==> src/rtl/cis_dvp_pkg.sv <==
// Shared types for the DVP sensor emulator: FSM states, pattern modes and the colour-bar level helper.
package cis_dvp_pkg;

  typedef enum logic [2:0] {
    ST_IDLE,
    ST_VSYNC,
    ST_VBACK,
    ST_ACTIVE,
    ST_FRONT
  } state_t;

  typedef enum logic [1:0] {
    MODE_RAMP  = 2'd0,
    MODE_BARS  = 2'd1,
    MODE_CONST = 2'd2,
    MODE_BAYER = 2'd3
  } mode_t;

  // Eight evenly spaced levels from 0 to full scale, truncated.
  function automatic logic [31:0] bar_value(input logic [2:0] bar, input int data_w);
    logic [31:0] full;
    full = (32'd1 << data_w) - 32'd1;
    return (32'(bar) * full) / 32'd7;
  endfunction

endpackage

==> src/rtl/cis_dvp_timing.sv <==
// Frame timing engine: PCLK divider, pixel/line counters, frame FSM, run control and frame counter.
// Counters and state advance on the last divider count so new values appear with pclk_o low.
module cis_dvp_timing
  import cis_dvp_pkg::*;
#(
  parameter int H_ACTIVE    = 640,
  parameter int H_BLANK     = 160,
  parameter int V_ACTIVE    = 480,
  parameter int VSYNC_LINES = 2,
  parameter int V_BACK      = 8,
  parameter int V_FRONT     = 8,
  parameter int PCLK_DIV    = 2,
  parameter int XW          = $clog2(H_ACTIVE + H_BLANK)
) (
  input  logic          clk_i,
  input  logic          rstn_i,
  input  logic          start_i,
  input  logic          stop_i,
  input  logic [15:0]   num_frames_i,
  output state_t        state_o,
  output logic [XW-1:0] x_o,
  output logic [15:0]   y_o,
  output logic          pclk_o,
  output logic          busy_o,
  output logic          frame_done_o,
  output logic [15:0]   frame_cnt_o,
  output logic          load_o
);

  localparam int DW = $clog2(PCLK_DIV);

  state_t        state_q, state_d, first_st;
  logic [DW-1:0] div_q, div_d;
  logic [XW-1:0] x_q, x_d;
  logic [15:0]   y_q, y_d;
  logic [15:0]   fcnt_q, fcnt_d;
  logic          stop_q, stop_d;
  logic [15:0]   lines;
  logic          adv, x_last, y_last, frame_end, limit_hit, load;
  logic [15:0]   cnt_inc;

  always_ff @(posedge clk_i) begin
    if (!rstn_i) begin
      state_q <= ST_IDLE;
      div_q   <= '0;
      x_q     <= '0;
      y_q     <= '0;
      fcnt_q  <= '0;
      stop_q  <= 1'b0;
    end else begin
      state_q <= state_d;
      div_q   <= div_d;
      x_q     <= x_d;
      y_q     <= y_d;
      fcnt_q  <= fcnt_d;
      stop_q  <= stop_d;
    end
  end

  always_comb begin
    // Zero-length sync/porch phases are skipped entirely.
    first_st = ST_ACTIVE;
    if (V_BACK > 0) first_st = ST_VBACK;
    if (VSYNC_LINES > 0) first_st = ST_VSYNC;

    case (state_q)
      ST_VSYNC:  lines = 16'(VSYNC_LINES);
      ST_VBACK:  lines = 16'(V_BACK);
      ST_ACTIVE: lines = 16'(V_ACTIVE);
      ST_FRONT:  lines = 16'(V_FRONT);
      default:   lines = 16'd1;
    endcase

    x_last    = (x_q == XW'(H_ACTIVE + H_BLANK - 1));
    y_last    = (y_q == lines - 16'd1);
    adv       = (state_q != ST_IDLE) && (div_q == DW'(PCLK_DIV - 1));
    cnt_inc   = (fcnt_q == 16'hFFFF) ? fcnt_q : fcnt_q + 16'd1;
    limit_hit = (num_frames_i != 16'd0) && (({1'b0, fcnt_q} + 17'd1) == {1'b0, num_frames_i});

    state_d   = state_q;
    div_d     = div_q;
    x_d       = x_q;
    y_d       = y_q;
    fcnt_d    = fcnt_q;
    stop_d    = stop_q;
    frame_end = 1'b0;
    load      = 1'b0;

    if (state_q == ST_IDLE) begin
      div_d  = '0;
      x_d    = '0;
      y_d    = '0;
      stop_d = 1'b0;
      if (start_i) begin
        state_d = first_st;
        fcnt_d  = '0;
        load    = 1'b1;
      end
    end else begin
      if (stop_i) stop_d = 1'b1;
      div_d = adv ? '0 : div_q + 1'b1;
      if (adv) begin
        if (!x_last) begin
          x_d = x_q + 1'b1;
        end else begin
          x_d = '0;
          if (!y_last) begin
            y_d = y_q + 16'd1;
          end else begin
            y_d = '0;
            case (state_q)
              ST_VSYNC:  state_d = (V_BACK > 0) ? ST_VBACK : ST_ACTIVE;
              ST_VBACK:  state_d = ST_ACTIVE;
              ST_ACTIVE: if (V_FRONT > 0) state_d = ST_FRONT; else frame_end = 1'b1;
              default:   frame_end = 1'b1;
            endcase
          end
        end
      end
      if (frame_end) begin
        fcnt_d = cnt_inc;
        if (stop_q || stop_i || limit_hit) begin
          state_d = ST_IDLE;
          stop_d  = 1'b0;
        end else begin
          state_d = first_st;
          load    = 1'b1;
        end
      end
    end
  end

  assign state_o      = state_q;
  assign x_o          = x_q;
  assign y_o          = y_q;
  assign busy_o       = (state_q != ST_IDLE);
  assign pclk_o       = busy_o && (div_q >= DW'(PCLK_DIV / 2));
  assign frame_done_o = frame_end;
  assign frame_cnt_o  = fcnt_q;
  assign load_o       = load;

endmodule

==> src/rtl/cis_dvp_tx.sv <==
// Parallel DVP camera-sensor emulator: drives PCLK/VSYNC/HREF/D with ramp, bars, constant or Bayer checker.
// Pattern settings are captured at every frame start so mid-frame changes take effect next frame.
module cis_dvp_tx
  import cis_dvp_pkg::*;
#(
  parameter int DATA_W      = 10,
  parameter int H_ACTIVE    = 640,
  parameter int H_BLANK     = 160,
  parameter int V_ACTIVE    = 480,
  parameter int VSYNC_LINES = 2,
  parameter int V_BACK      = 8,
  parameter int V_FRONT     = 8,
  parameter int PCLK_DIV    = 2
) (
  input  logic              wb_clk_i,
  input  logic              wb_rstn_i,
  input  logic              start_i,
  input  logic              stop_i,
  input  logic [15:0]       num_frames_i,
  input  logic [1:0]        mode_i,
  input  logic [DATA_W-1:0] const_i,
  output logic              pclk_o,
  output logic              vsync_o,
  output logic              href_o,
  output logic [DATA_W-1:0] data_o,
  output logic              busy_o,
  output logic              frame_done_o,
  output logic [15:0]       frame_cnt_o
);

  localparam int XW    = $clog2(H_ACTIVE + H_BLANK);
  localparam int BAR_W = H_ACTIVE / 8;

  state_t            state;
  logic [XW-1:0]     x;
  logic [15:0]       y;
  logic              load;
  mode_t             mode_q, mode_d;
  logic [DATA_W-1:0] const_q, const_d;
  logic [DATA_W-1:0] pix;
  logic [2:0]        bar;

  cis_dvp_timing #(
    .H_ACTIVE   (H_ACTIVE),
    .H_BLANK    (H_BLANK),
    .V_ACTIVE   (V_ACTIVE),
    .VSYNC_LINES(VSYNC_LINES),
    .V_BACK     (V_BACK),
    .V_FRONT    (V_FRONT),
    .PCLK_DIV   (PCLK_DIV),
    .XW         (XW)
  ) u_timing (
    .clk_i       (wb_clk_i),
    .rstn_i      (wb_rstn_i),
    .start_i     (start_i),
    .stop_i      (stop_i),
    .num_frames_i(num_frames_i),
    .state_o     (state),
    .x_o         (x),
    .y_o         (y),
    .pclk_o      (pclk_o),
    .busy_o      (busy_o),
    .frame_done_o(frame_done_o),
    .frame_cnt_o (frame_cnt_o),
    .load_o      (load)
  );

  always_ff @(posedge wb_clk_i) begin
    if (!wb_rstn_i) begin
      mode_q  <= MODE_RAMP;
      const_q <= '0;
    end else begin
      mode_q  <= mode_d;
      const_q <= const_d;
    end
  end

  always_comb begin
    mode_d  = mode_q;
    const_d = const_q;
    if (load) begin
      mode_d  = mode_t'(mode_i);
      const_d = const_i;
    end
  end

  assign vsync_o = (state == ST_VSYNC);
  assign href_o  = (state == ST_ACTIVE) && (x < XW'(H_ACTIVE));

  always_comb begin
    bar = 3'(x / XW'(BAR_W));
    pix = '0;
    if (href_o) begin
      case (mode_q)
        MODE_RAMP:  pix = DATA_W'(x) + DATA_W'(y) + DATA_W'(frame_cnt_o);
        MODE_BARS:  pix = DATA_W'(bar_value(bar, DATA_W));
        MODE_CONST: pix = const_q;
        default:    pix = (x[0] ^ y[0]) ? ~const_q : const_q;
      endcase
    end
  end

  assign data_o = pix;

endmodule

==> config.mk <==
export PLATFORM = sky130hd
export DESIGN_NAME = cis_dvp_tx
export DESIGN_NICKNAME = d
export VERILOG_FILES = /design/src/rtl/cis_dvp_pkg.sv /design/src/rtl/cis_dvp_timing.sv /design/src/rtl/cis_dvp_tx.sv
export SDC_FILE = /design/constraint.sdc
export NUM_CORES = 1
export LEC_CHECK = 0
export BUFFER_PORTS_ARGS = -buffer_cell sky130_fd_sc_hd__buf_2
export CORE_UTILIZATION = 30
export DETAILED_ROUTE_END_ITERATION = 8
export PLACE_DENSITY = 0.53
export SLEW_MARGIN = 20
export SYNTH_ARGS = -nofsm -noshare
export SYNTH_HDL_FRONTEND = slang
export SYNTH_HIERARCHICAL = 1
export SYNTH_SLANG_ARGS = --single-unit
==> constraint.sdc <==
create_clock -name wb_clk_i -period 22.6 [get_ports wb_clk_i]
set_input_delay 3.39 -clock wb_clk_i [delete_from_list [all_inputs] [get_ports wb_clk_i]]
set_output_delay 3.39 -clock wb_clk_i [all_outputs]
set_load 0.02 [all_outputs]
# Word-level counts from Yosys, hierarchy flattened
# Cells that the tools add are included.
dict set report totals {
  regBits 59
  latch_bits 0
  ram_bits 0
  rom_bits 0
  in_bits 32
  output_inout_bits 31
  word_cells 89
  memories 0
}
dict set report op_classes {
  add_sub_neg 8
  n_mul 1
  div_mod_pow 2
  order_cmp 2
  n_eq_ne 12
  shift 0
  muxes 31
  bitwise 3
  n_reduce_logical 22
}
# cell count
set ops {}
lappend ops {{16-bit 2-to-1 mux} 5}
lappend ops {{16-bit by 1-bit adder with 16-bit output, second input constant} 2}
lappend ops {{13-bit by 3-bit divider with 32-bit output, second input constant} 1}
lappend ops {{10-bit 2-to-1 mux} 3}
lappend ops {{10-bit one-hot mux with 3 select lines} 1}
lappend ops {{9-bit one-hot mux with 3 select lines} 1}
lappend ops {{10-bit adder} 2}
lappend ops {{3-bit 2-to-1 mux} 6}
lappend ops {{16-bit by 1-bit adder with 17-bit output, second input constant} 1}
lappend ops {{17-bit by 16-bit == test with 1-bit output} 1}
lappend ops {{16-bit == test} 1}
lappend ops {{16-bit == test, second input constant} 1}
lappend ops {{16-bit nonzero test} 1}
lappend ops {{1-bit 2-to-1 mux} 14}
lappend ops {{3-bit by 10-bit multiplier with 13-bit output, second input constant} 1}
lappend ops {{3-bit nonzero test} 4}
lappend ops {{10-bit by 1-bit adder with 10-bit output, second input constant} 1}
lappend ops {{10-bit by 7-bit divider with 10-bit output, second input constant} 1}
lappend ops {{10-bit == test, second input constant} 1}
lappend ops {{10-bit < comparator, second input constant} 1}
lappend ops {{10-bit inverter} 1}
lappend ops {{9-bit by 1-bit subtractor with 10-bit output, second input constant} 1}
lappend ops {{3-bit one-hot mux with 3 select lines} 1}
lappend ops {{3-bit by 2-bit == test with 1-bit output, second input constant} 2}
lappend ops {{other kinds (20)} 27}

# Longest topological paths before layout
dict set report depth {
  word_depth 11
  mapped_depth 27
  depth_no_buf 26
}

# Modules after synthesis
# The synthesis kept the hierarchy.
# mod instances cells_each area_per_inst_um2 seq_area_each_um2
set by_module_without_submodules {}
lappend by_module_without_submodules {cis_dvp_tx 1 411 3343.2 240.2}
lappend by_module_without_submodules {cis_dvp_timing 1 380 3084.2 940.9}

# Least setup slack after synthesis
# No wires, ideal clock.
dict set report synth_timing {
  kind {register -> output}
  from {reg u_timing.x_q[6] (netlist: u_timing/x_o[6])}
  to {out data_o[1]}
  arrival_time_ns 6.909
  t_required_ns 19.210
  slack_ns 12.301
  path_stages_with_launch 27
  n_path_buf 4
  path_cell_list {dfxtp_1 clkbuf_1 o21bai_1 a2bb2oi_4 inv_2 buf_4 clkbuf_1 fa_1 ha_1 inv_1 fa_1 fa_1 fa_1 xor2_1 o311ai_0 o211ai_1 o21ai_2 o2111ai_2 a2111oi_4 and3_1 a21o_1 buf_6 o221a_1 mux2i_1 nand4_1 and3_4 a2111oi_4}
}
dict set report synth_between {
  elab_chain_len 5
  word_cells_on_any_way 7
  classes_between {mul: 1; div: 2; order compare: 1; mux: 2; reduce/logical: 1}
}
# item line_no
set synth_lines {}
lappend synth_lines {{from (decl)} cis_dvp_timing.sv:34} ;# logic [XW-1:0] x_q, x_d;
lappend synth_lines {{from (signal assigned)} cis_dvp_timing.sv:46} ;# x_q <= '0;
lappend synth_lines {{from (signal assigned)} cis_dvp_timing.sv:53} ;# x_q <= x_d;
lappend synth_lines {{10-bit by 7-bit divider with 10-bit output} cis_dvp_tx.sv:91} ;# bar = 3'(x / XW'(BAR_W));
lappend synth_lines {{3-bit by 10-bit multiplier with 13-bit output} cis_dvp_pkg.sv:23} ;# return (32'(bar) * full) / 32'd7;
lappend synth_lines {{13-bit by 3-bit divider with 32-bit output} cis_dvp_pkg.sv:23}
lappend synth_lines {{10-bit one-hot mux with 3 select lines} cis_dvp_tx.sv:94} ;# case (mode_q)
lappend synth_lines {{10-bit 2-to-1 mux (*)} cis_dvp_tx.sv:93} ;# if (href_o) begin
lappend synth_lines {{to (decl)} cis_dvp_tx.sv:25} ;# output logic [DATA_W-1:0] data_o,
# Mark *: on every way between the ends. The rest lies on a longest branch, timed or not.

# Worst setup path after layout
# Same ends and word-level chain as after synthesis.

==> key figures <==
Run status
  • Status: finished, final reports clean

Finish
  • Design area: 7100 sq um
  • Layout fillers: 2,256
  • Layout cells sized above 1: 16.9%
  • Commonest cells after routing, fill and taps aside: nor2_1 (89), buf_2 (62), dfxtp_1 (59), nand2_1 (57), xor2_1 (40)
  • Multi-input gate area: 4880 sq um
  • FF+latch area: 1180 sq um
  • Layout Cells excl Fill: 1,097
  • # diodes: 0
  • Post-layout util: 33.8%
  • Layout Nets: 886
  • Leading cell type in the layout, fill and taps excluded: nor2_1
  • Area Growth Syn to Fin: 10.5%

Worst setup path
  • Critical path type: reg -> out
  • Crit end category: output pin
  • Crit path from: u_timing/x_o[6]
  • CP max FO: 24
  • CP Launch Type: flip-flop
  • Critical Path AT: 8.51 ns
  • Reg-to-Reg Start: u_timing/frame_cnt_o[0]
  • Worst path required time: 19.21 ns

Global route
  • Antenna violations before repair: 0
  • Vias in the first global route: 5,403
  • Gr ovfl total: 0
  • First-pass GRT wire length: 28,400 um
  • Overall Global Routing Usage: 15.9%
  • Pin count of the biggest net entering global routing: 25

Clocking
  • Clk_lat worst skew: 0.33 ns
  • Post CTS Setup Buffer Count: 0
  • Root Buffer: clkbuf_16
  • TritonCTS clock tree: yes
  • # clock sinks: 59
  • H-tree Lvls: 3
  • Worst-path clk slew: 0.05 ns
  • CTS resizes: 0
  • Hold buffer count at cts: 0
  • CTS buffer count: 9
  • Clock Path Buffers: 2

Timing
  • Setup violators final: 0
  • F_max: 84.1 MHz
  • Fin. Hold Viols: 0
  • Worst slew pin tran: 0.820 ns
  • Clk_skew: 0.00679 ns
  • Fin Setup TNS: 0 ns
  • RSZ-0062 raised after global routing: no
  • Slew HR: 45.3%
  • Period Utilization, post-route: 52.6%
  • Max-slew violation count: 0
  • Fin crit period: 11.90 ns

Floorplanning
  • Die H: 148 um
  • Top-Level Pins: 63
  • Core area: 21,000 sq um
  • Die area: 22,000 sq um
  • Starting density of the core: 30.6%
  • # rows: 53
  • Die width: 148 um

Place
  • HPWL after detailed placement: 13,500 um
  • Dpl cell area: 6830 sq um
  • Placed cells: 1,081
  • GPL Wtd Cong: 0.843
  • Port-buffer cells: 62

Worst hold path
  • Hold path startpoint: u_timing/div_q
  • Hold crit path type: reg -> reg

Synthesis
  • Yosys warning count: 6
  • Register area share after synthesis: 18.4%
  • Area of the mapped netlist: 6430 sq um
  • Syn nets: 860
  • Synth Flop Type: dfxtp_1
  • Synth Instances: 791
  • Flops & latches, synth: 59
  • Avg Cell Area, Syn: 8.13 sq um
  • EDFF count, synth: 0
  • Fraction of registers with async set/reset: 0%
  • Yosys cell types: 103

Routing
  • Drt first pass iters: 5
  • Antenna-violating nets left: 0
  • Wirelength per Cell: 15.9 um
  • Final WL: 17,400 um
  • Starting DRT DRC Count: 430
  • Drt drc: 0
  • Vias: 5,926
  • Vias/cell: 5.40

Power and ir drop
  • P_leak: 2.86 nW
  • PD cells: 35.7 nW/um^2
  • Max VDD drop: 38.8 uV

Job
  • MaxCap Viol Count: 0
-- Yosys cell counts (all sizes together), types with 4 or more instances --
cell type	instances	share of area [%]
a21oi	37	2.9
a211oi	15	1.9
inv	29	1.7
nand3b	5	0.58
o21bai	7	0.82
nor2b	22	2.1
nand3	31	2.4
nor4	10	1.5
clkbuf	25	1.5
nand4	20	2.2
o211ai	9	1.1
o21a	5	0.70
o311ai	4	0.93
dfxtp	59	18
mux2i	19	3.0
a2111oi	5	1.6
nor3b	7	0.82
nor2	91	5.4
nor3	28	3.1
o31ai	6	0.99
and3	15	1.5
a211o	12	1.8
nand2b	10	0.97
a32o	6	0.97
o21ai	28	2.2
xnor2	29	4.1
nand2	58	3.4
o22ai	6	0.58
or3	9	0.88
mux2	4	0.70
ha	20	3.9
o2111ai	6	1.2
or4	5	0.76
buf	23	2.6
a31oi	7	0.91
xor2	40	5.5
a21o	11	1.3
and2	4	0.39
fa	17	5.3
or2	5	0.49
-- routing by layer --
layer  global-route usage [%]  part of all wire (%)
met1                     23.1                    50
met2                     24.0                    44
met3                     2.76                   3.9
met4                     4.12                   1.5
met5                        0                     0
-- stage by stage --
step	hold WS, ns	setup WS (ns)	power, W
2_1_floorplan	0.425	12.30	0.000124
3_3_place_gp	0.451	11.37	0.000131
3_5_place_dp	0.455	11.23	0.000131
4_1_cts	0.472	10.84	0.000257
5_1_grt	0.493	10.12	0.000265
6_report	0.468	10.70	0.000253
-- critical path: stages (launching register included) --
cell       delay (ns)
dfxtp_1          0.62
a21boi_1         0.18
a2bb2oi_4        0.55
inv_2            0.36
fa_1             0.72
ha_1             0.31
inv_1            0.12
fa_1             0.49
fa_1             0.42
fa_1             0.80
inv_1            0.29
o221ai_1         0.25
o211ai_1         0.22
o21ai_2          0.31
o2111ai_2        0.20
a2111oi_4        0.47
and3_1           0.28
a21o_1           0.31
o221a_1          0.29
mux2i_1          0.25
nand4_1          0.12
and3_4           0.19
a2111oi_4        0.17
buf_2            0.22
-- area by class of cell --
cell class | count | area share, %
Timing Repair Buffer | 63 | 4.48
Tap cell | 275 | 4.85
Multi-Input combinational cell | 655 | 68.7
Sequential cell | 59 | 16.6
Inverter | 29 | 1.53
Clock inverter | 4 | 0.370
Clock buffer | 12 | 3.47
-- report_power, final --
group | switching (W) | internal (W) | leakage, nW
Combinational | 0.0000114 | 0.00000888 | 2.25
Sequential | 0.00000281 | 0.000106 | 0.478
Clock | 0.0000475 | 0.0000769 | 0.133
Total | 0.0000617 | 0.000192 | 2.86
-- state kept, by name (all words and copies together) (netlist names) --
signal and count:
u_timing/div_q 1, u_timing/y_o 16, u_timing/frame_cnt_o 16, u_timing/stop_q 1, u_timing/state_o 3, mode_q 2
u_timing/x_o 10, const_q 10
-- logic make-up (layout without fill, tap and decap cells) --
| logic type | Yosys count | in the layout | synth area share (%) |
|---|---|---|---|
| fa+ha+maj | 38 | 38 | 9.36 |
| mux | 23 | 23 | 3.66 |
| compound gates | 191 | 191 | 24.4 |
| buf+inv | 77 | 108 | 5.76 |
| simple gates | 333 | 333 | 28.6 |
| flops | 59 | 59 | 18.4 |
| xor+xnor | 70 | 70 | 9.87 |
-- final timing paths --
check / end / slack [ns] / depth (start not counted)
worst max-delay path: data_o[1] / 10.70 / 23
worst max register to register: const_q[4] / 19.19 / 11
worst min register to register: u_timing/div_q / 0.47 / 1
worst min-delay path: u_timing/div_q / 0.47 / 1
(Power assumes the default switching activity.)
